**config.mk**
```make
export PLATFORM = sky130hd
export DESIGN_NAME = mul_interleave
export DESIGN_NICKNAME = d
export VERILOG_FILES = /design/src/rtl/mul_interleave.sv
export SDC_FILE = /design/constraint.sdc
export NUM_CORES = 1
export LEC_CHECK = 0
export CAP_MARGIN = 20
export CORE_MARGIN = 3
export CORE_UTILIZATION = 55
export DETAILED_ROUTE_END_ITERATION = 7
export GPL_ROUTABILITY_DRIVEN = 0
export PLACE_DENSITY_LB_ADDON = 0.3
export SETUP_SLACK_MARGIN = 0.3
export SKIP_CTS_REPAIR_TIMING = 1
export SYNTH_ARGS = -nofsm -noshare
export SYNTH_HDL_FRONTEND = slang
export SYNTH_SLANG_ARGS = --single-unit
```
**constraint.sdc**
```tcl
create_clock -name clk -period 10.93 [get_ports clk]
set_clock_uncertainty 0.05 [all_clocks]
set_input_delay 2.186 -clock clk [delete_from_list [all_inputs] [get_ports clk]]
set_output_delay 2.186 -clock clk [all_outputs]
set_load 0.01 [all_outputs]
```
**src/rtl/mul_interleave.sv**
```systemverilog
// Interleaved multiplier: N_LANES independent lanes fed round-robin by a dispatch
// pointer and drained in the same order by a collect pointer, so results stay in order.
module mul_interleave #(
    parameter int W        = 15,
    parameter int N_LANES  = 2,
    parameter int LANE_LAT = 2,
    parameter int SIGNED   = 0
) (
    input  logic                           clk,
    input  logic                           rst_n,
    input  logic                           clr,
    input  logic                           in_valid,
    output logic                           in_ready,
    input  logic [W-1:0]                   in_a,
    input  logic [W-1:0]                   in_b,
    output logic                           out_valid,
    input  logic                           out_ready,
    output logic [2*W-1:0]                 out_data,
    output logic [$clog2(N_LANES+1)-1:0]   occupancy,
    output logic                           busy
);

    localparam int PW = (N_LANES > 1) ? $clog2(N_LANES) : 1;
    localparam int CW = $clog2(LANE_LAT + 1);
    localparam int OW = $clog2(N_LANES + 1);

    typedef enum logic [1:0] {
        IDLE,
        BUSY,
        DONE
    } lane_state_t;

    lane_state_t    state [N_LANES];
    logic [2*W-1:0] data  [N_LANES];
    logic [CW-1:0]  cnt   [N_LANES];
    logic [PW-1:0]  dp;
    logic [PW-1:0]  cp;
    logic           accept;
    logic           pop;

    // The data register holds {a, b} while BUSY and is overwritten by the product.
    function automatic logic [2*W-1:0] product(input logic [2*W-1:0] ops);
        logic [2*W-1:0] a_ext;
        logic [2*W-1:0] b_ext;
        if (SIGNED != 0) begin
            a_ext = {{W{ops[2*W-1]}}, ops[2*W-1:W]};
            b_ext = {{W{ops[W-1]}}, ops[W-1:0]};
        end else begin
            a_ext = {{W{1'b0}}, ops[2*W-1:W]};
            b_ext = {{W{1'b0}}, ops[W-1:0]};
        end
        return a_ext * b_ext;
    endfunction

    function automatic logic [PW-1:0] next_ptr(input logic [PW-1:0] p);
        return (p == PW'(N_LANES - 1)) ? '0 : p + PW'(1);
    endfunction

    always_comb begin
        in_ready  = rst_n && !clr && (state[dp] == IDLE);
        out_valid = !clr && (state[cp] == DONE);
        out_data  = out_valid ? data[cp] : '0;
        accept    = in_valid && in_ready;
        pop       = out_valid && out_ready;
        busy      = (occupancy != '0);
    end

    always_ff @(posedge clk or negedge rst_n) begin
        if (!rst_n) begin
            dp        <= '0;
            cp        <= '0;
            occupancy <= '0;
            for (int unsigned i = 0; i < N_LANES; i++) begin
                state[i] <= IDLE;
                data[i]  <= '0;
                cnt[i]   <= '0;
            end
        end else if (clr) begin
            dp        <= '0;
            cp        <= '0;
            occupancy <= '0;
            for (int unsigned i = 0; i < N_LANES; i++) begin
                state[i] <= IDLE;
                cnt[i]   <= '0;
            end
        end else begin
            if (accept) dp <= next_ptr(dp);
            if (pop)    cp <= next_ptr(cp);

            if (accept && !pop)      occupancy <= occupancy + OW'(1);
            else if (pop && !accept) occupancy <= occupancy - OW'(1);

            // A DONE lane only returns to IDLE here, so it cannot be re-filled on its pop edge.
            for (int unsigned i = 0; i < N_LANES; i++) begin
                case (state[i])
                    IDLE: begin
                        if (accept && dp == PW'(i)) begin
                            state[i] <= BUSY;
                            data[i]  <= {in_a, in_b};
                            cnt[i]   <= CW'(LANE_LAT - 1);
                        end
                    end
                    BUSY: begin
                        if (cnt[i] == '0) begin
                            state[i] <= DONE;
                            data[i]  <= product(data[i]);
                        end else begin
                            cnt[i] <= cnt[i] - CW'(1);
                        end
                    end
                    DONE: begin
                        if (pop && cp == PW'(i)) state[i] <= IDLE;
                    end
                    default: state[i] <= IDLE;
                endcase
            end
        end
    end

endmodule

```
After elaboration in Yosys (flattened, before gate mapping)

Cells that the tools add are included.

Output and inout port bits: 35
Bits in registers: 72
Input bits: 35

Equal/unequal tests: 17
Multiplexer cells: 51
Bitwise gates (word level): 5
Multipliers: 2
Magnitude comparators: 2
Reduce and logical (&&, ||, !) cells: 33
$add $sub $neg: 6

Operators with widths:

| operator            | count |
|---|---|
| $mux 30             | 20 |
| $pmux 30 s2         | 2 |
| $mul 30x30->30      | 2 |
| $mux 2              | 17 |
| $ne 3x3->1 const B  | 8 |
| $pmux 2 s3          | 2 |
| $reduce_and 3->1    | 4 |
| $logic_and 1x1->1   | 11 |
| $logic_not 2->1     | 5 |
| $reduce_bool 2->1   | 5 |
| $reduce_bool 3->1   | 3 |
| $mux 4              | 2 |
| $ne 2x2->1 const B  | 4 |
| $pmux 2 s2          | 2 |
| $reduce_and 4->1    | 2 |
| $eq 2x2->1 const B  | 3 |
| $mux 1              | 6 |
| $sub 2x1->2 const B | 3 |
| $eq 2x1->1 const B  | 2 |
| $ge 2x2->1 const B  | 2 |
| $not 1->2           | 2 |
| $logic_not 1->1     | 3 |
| $not 1->1           | 3 |
| $add 1x1->1 const B | 2 |
| $add 2x1->2 const B | 1 |

Longest topological paths before layout

Word-level depth: 12
Gate-level depth with buffers: 26
Depth with buffers taken out: 24

Least setup slack after synthesis

Ideal clock, no wire load.

Path kind: register -> register
Start: register data[57] in the netlist's numbering
End: register data[59] in the netlist's numbering
Path slack: 4.579 ns
Cell stages (with the launch flop): 24
Buffers on the path: 1
Data arrival time: 6.179 ns
Data required time: 10.758 ns
Library setup time: 0.122 ns
Cells stage by stage: dfrtp_1 -> clkbuf_1 -> and2_1 -> fa_1 -> fa_1 -> fa_1 -> inv_1 -> fa_1 -> inv_1 -> fa_1 -> ha_1 -> fa_1 -> inv_1 -> fa_1 -> inv_1 -> ha_1 -> nand2_1 -> o211ai_1 -> and3b_1 -> o31a_1 -> nand2_1 -> or3_1 -> a21oi_1 -> o21ai_1

Longest elaborated chain between the ends: 6

Ends and longest elaborated chain:

| element                          | RTL line | RTL |
|---|---|---|
| start: declaration               | 34       | `logic [2*W-1:0] data [N_LANES];` |
| start signal: indexed assignment | 99       | `data[i] <= {in_a, in_b};` |
| start signal: indexed assignment | 106      | `data[i] <= product(data[i]);` |
| $mux 30                          | 104      | `if (cnt[i] == '0) begin` |
| $mux 30                          | 95       | `case (state[i])` |
| $mux 30                          | 78       | `end else if (clr) begin` |
| $mul 30x30->30                   | 52       | `return a_ext * b_ext;` |
| $mux 30                          | 104      |  |
| $pmux 30 s2                      | 95       |  |

No other way between the ends. The select of a mux whose other input is x is not followed.
A chain may end at the register's enable or synchronous reset.

Worst setup path in the final report

Start: input port clr
End: output port out_valid

Longest elaborated chain between the ends: 2

Ends and longest elaborated chain:

| element            | RTL line | RTL |
|---|---|---|
| start: declaration | 11       | `input logic clr,` |
| $logic_not 1->1    | 61       | `out_valid = !clr && (state[cp] == DONE);` |
| $logic_and 1x1->1  | 61       |  |
| end: declaration   | 16       | `output logic out_valid,` |

No other way between the ends.

==> out/results.ini <==
[status]
outcome=completed

[critical_path]
critPathRequiredTime_ns=8.69
critPathMaxStageDelay_ns=0.96
nature_of_the_critical_path_startpoint=primary input
cell_with_the_biggest_individual_delay_on_the_critical_path=sky130_fd_sc_hd__clkdlybuf4s50_1
cp.buffers_inverters=3
cp_common_cell=sky130_fd_sc_hd__clkdlybuf4s50_1
timing.critical_path.max_delay_family=buffers and inverters
critical_path.max_fanout=31
arrival_ns=4.77
cp-end-kind=output port
cp_cell_sequence=clkdlybuf4s50_1 > a21o_1 > inv_1 > clkdlybuf4s50_1
crit-reg2reg-launch=data[56]$_DFFE_PN0P_
launching_element_of_the_worst_setup_path=clr
critical_path_class=in -> out

[clocking]
path_clk_slew_ns=0.06
cts_tree=done
clock_sink_count=72
insertion_delay_ns=0.34
cts_inserted_buffers=9
cts_root_buf=sky130_fd_sc_hd__clkbuf_16
h_tree_lvl_count=3
clk_path_buf_depth=2

[floorplan]
initial_utilization_pct=56.44
fp.dieW_um=198.2
row_count=69
die_height_um=198.2
io_pins=70
fp.coreArea_um2=36000
total_die_area_um2=39290

[timing]
setup_viol=0
achievable-frequency_mhz=142.8
worst-slew-pin-transition_ns=1.087
final.setup.tns_ns=0
rsz0062_at_grt=no
worst_slew_margin_rel_pct=27.53
timing.final.crit_share_pct=64.08
final_hold_viol_count=0
time_the_final_worst_path_needs_with_i_o_delays_and_setup_ns=7.004
timing.final.max_slew_violations=0

[global_route]
grt_start_max_net_pins=77
grt.met2_usage_pct=42.54
global_route.usage.met3_pct=4.288
global_route_usage_sum_pct=26.83
met1_layer_usage_reported_by_global_route_pct=38.63
vias_in_the_first_global_route=16642
globalRoute.totalOverflow=0
grt_first_pass_wirelength_um=84680
grt_most_used_layer=met2
number_of_antenna_violations_at_the_first_check_in_global_routing=1

[yosys]
synth-edff-count=0
synth_fp_nets=2926
synth-main-ff-cell=sky130_fd_sc_hd__dfrtp_1
synth-seq-area-share_pct=8.867
yosys_register_bits=72
yosysWarnings=0
avgSynthCellArea_um2=9.003
syn_inst=2257
synthDistinctLibCells=68
netlist_area_um2=20320
synth_async_sr_flop_share_pct=100.0

[routing]
detail_route.vias_per_cell=5.780
routed_wire_length_per_instance_um=18.58
drt-initial-drc-count=1126
drt_drc_violations_left=0
routed-via-count=15694
drtPass1Iterations=6
wl_um=50440
ant_nets=0

[finish]
design.final.nets=2918
layout-drive-gt1-share_pct=2.440
antenna-diode-count=0
syn_to_final_growth_pct=6.484
n_fill_cell=3075

[job]
cap_violations=0

[place]
numPortBuffers=69
place_hpwl_um=39800

[min_path]
min_path_type=reg -> reg
hold_start=cnt[0]$_DFFE_PN0P_

[placed cells by master (no fill, tap or decap), drive strengths merged, types with 4 or more instances in the layout]
cell,synthesis,layout
a21oi,87,87
ha,302,302
o22ai,8,8
nor3,20,20
mux2i,34,34
o21bai,10,10
a31oi,9,9
buf,11,14
inv,356,356
and2,322,322
xor2,21,21
xnor2,30,30
and3,10,10
a22oi,4,4
o211ai,8,8
o21a,7,7
clkbuf,90,11
dfrtp,72,72
a211oi,13,13
clkdlybuf4s50,0,68
nand3,24,24
o221ai,4,4
a41oi,5,5
nor2,96,96
nand2,215,215
or3,15,15
o21ai,68,68
nand4,8,8
nor2b,4,4
a21o,27,27
fa,332,332
nand2b,9,9
[sequential cells by signal (all words and copies together), names as in the netlist]
name and count:
cnt 4, occupancy 2, dp 1, state 4, data 60, cp 1
[metal layers]
layer	wire [um]	part of all wire (%)
met5	0	0
met4	1367	2.7
met3	3757	7.4
met2	22930	45
met1	22380	44
[logic make-up after synthesis]
group           Yosys count  synth area share [%]
buf+inv                 457                 8.510
simple gates            734                 18.64
mux                      34                 1.675
flops                    72                 8.867
fa+ha+maj               634                 51.31
xor+xnor                 51                 2.198
compound gates          275                 8.805
[Yosys cell counts, drive strengths merged (2+ instances only)]
master	n	area [um^2]
fa	332	6646
a211oi	13	122.6
a22oi	4	35.03
a31oi	9	62.56
inv	356	1336
dfrtp	72	1802
nand2	215	807.0
nor2b	4	25.02
nand4	8	50.05
clkbuf	90	340.3
a311oi	2	17.52
buf	11	52.55
o31ai	2	15.01
nor3b	2	15.01
a21oi	87	446.7
nor3	20	105.1
a41oi	5	43.79
ha	302	3779
o221ai	4	35.03
or3	15	93.84
nand2b	9	56.30
o31a	2	26.28
xor2	21	183.9
a2111oi	2	23.77
nand3	24	120.1
a32o	2	20.02
nor2	96	362.8
xnor2	30	262.8
a221oi	2	17.52
mux2i	34	340.3
or2	3	18.77
a211o	3	26.28
and2	322	2014
o21bai	10	78.82
o21ai	68	347.8
and3	10	62.56
o22a	2	17.52
a21o	27	202.7
o32a	2	20.02
o21a	7	52.55
o22ai	8	50.05
o211ai	8	65.06
[worst reg2reg max path, stage by stage, from the launching register on]
cell,delay (ns)
sky130_fd_sc_hd__dfrtp_1,0.83
sky130_fd_sc_hd__and2_1,0.27
sky130_fd_sc_hd__fa_1,0.43
sky130_fd_sc_hd__fa_1,0.49
sky130_fd_sc_hd__fa_1,0.51
sky130_fd_sc_hd__inv_1,0.05
sky130_fd_sc_hd__fa_1,0.47
sky130_fd_sc_hd__inv_1,0.05
sky130_fd_sc_hd__fa_1,0.45
sky130_fd_sc_hd__ha_1,0.31
sky130_fd_sc_hd__fa_1,0.48
sky130_fd_sc_hd__inv_1,0.05
sky130_fd_sc_hd__fa_1,0.47
sky130_fd_sc_hd__inv_1,0.04
sky130_fd_sc_hd__ha_1,0.35
sky130_fd_sc_hd__a2111oi_0,0.40
sky130_fd_sc_hd__o21ai_0,0.19
sky130_fd_sc_hd__a22oi_2,0.22
sky130_fd_sc_hd__o211ai_1,0.21
sky130_fd_sc_hd__a2111oi_2,0.42
sky130_fd_sc_hd__nor3_1,0.12
[area by class of cell]
| cell class | count | area, um^2 | area share (%) |
|---|---|---|---|
| well taps | 461 | 576.8 | 2.666 |
| flip-flops and latches | 72 | 1803 | 8.333 |
| repair buffers | 82 | 785.8 | 3.632 |
| multi-input cells | 1728 | 16790 | 77.59 |
| inverters | 356 | 1336 | 6.176 |
| clock inverters | 5 | 103.9 | 0.4800 |
| clock buffers | 11 | 242.7 | 1.122 |
[through the flow]
step | hold slack [ns] | utilization, % | instance area (um^2) | instances | worst slack (ns)
floorplan | 0.4041 | - | 20320 | 2257 | 4.579
global placement | 0.4202 | 59.12 | 21280 | 2698 | 4.055
detailed placement | 0.4375 | 59.12 | 21280 | 2698 | 3.989
CTS | 0.4447 | 60.08 | 21630 | 2714 | 3.975
global route | 0.4861 | 60.10 | 21640 | 2715 | 3.478
finish | 0.4468 | 60.10 | 21640 | 2715 | 3.926
[path summary, 6_finish.rpt]
| kind | end | slack [ns] | cells after the start |
|---|---|---|---|
| max in group asynchronous | cp$_DFFE_PN0P_ | 8.21 | 1 |
| hold / removal | cnt[0]$_DFFE_PN0P_ | 0.45 | 1 |
| setup / recovery | out_valid | 3.93 | 4 |
| min in group asynchronous | occupancy[1]$_DFFE_PN0P_ | 1.94 | 1 |
| setup reg to reg | data[57]$_DFFE_PN0P_ | 3.94 | 20 |
| hold reg to reg | cnt[0]$_DFFE_PN0P_ | 0.45 | 1 |
Power is not shown: default switching activity piles up to over one toggle a cycle in this logic, so the estimate is an artifact.
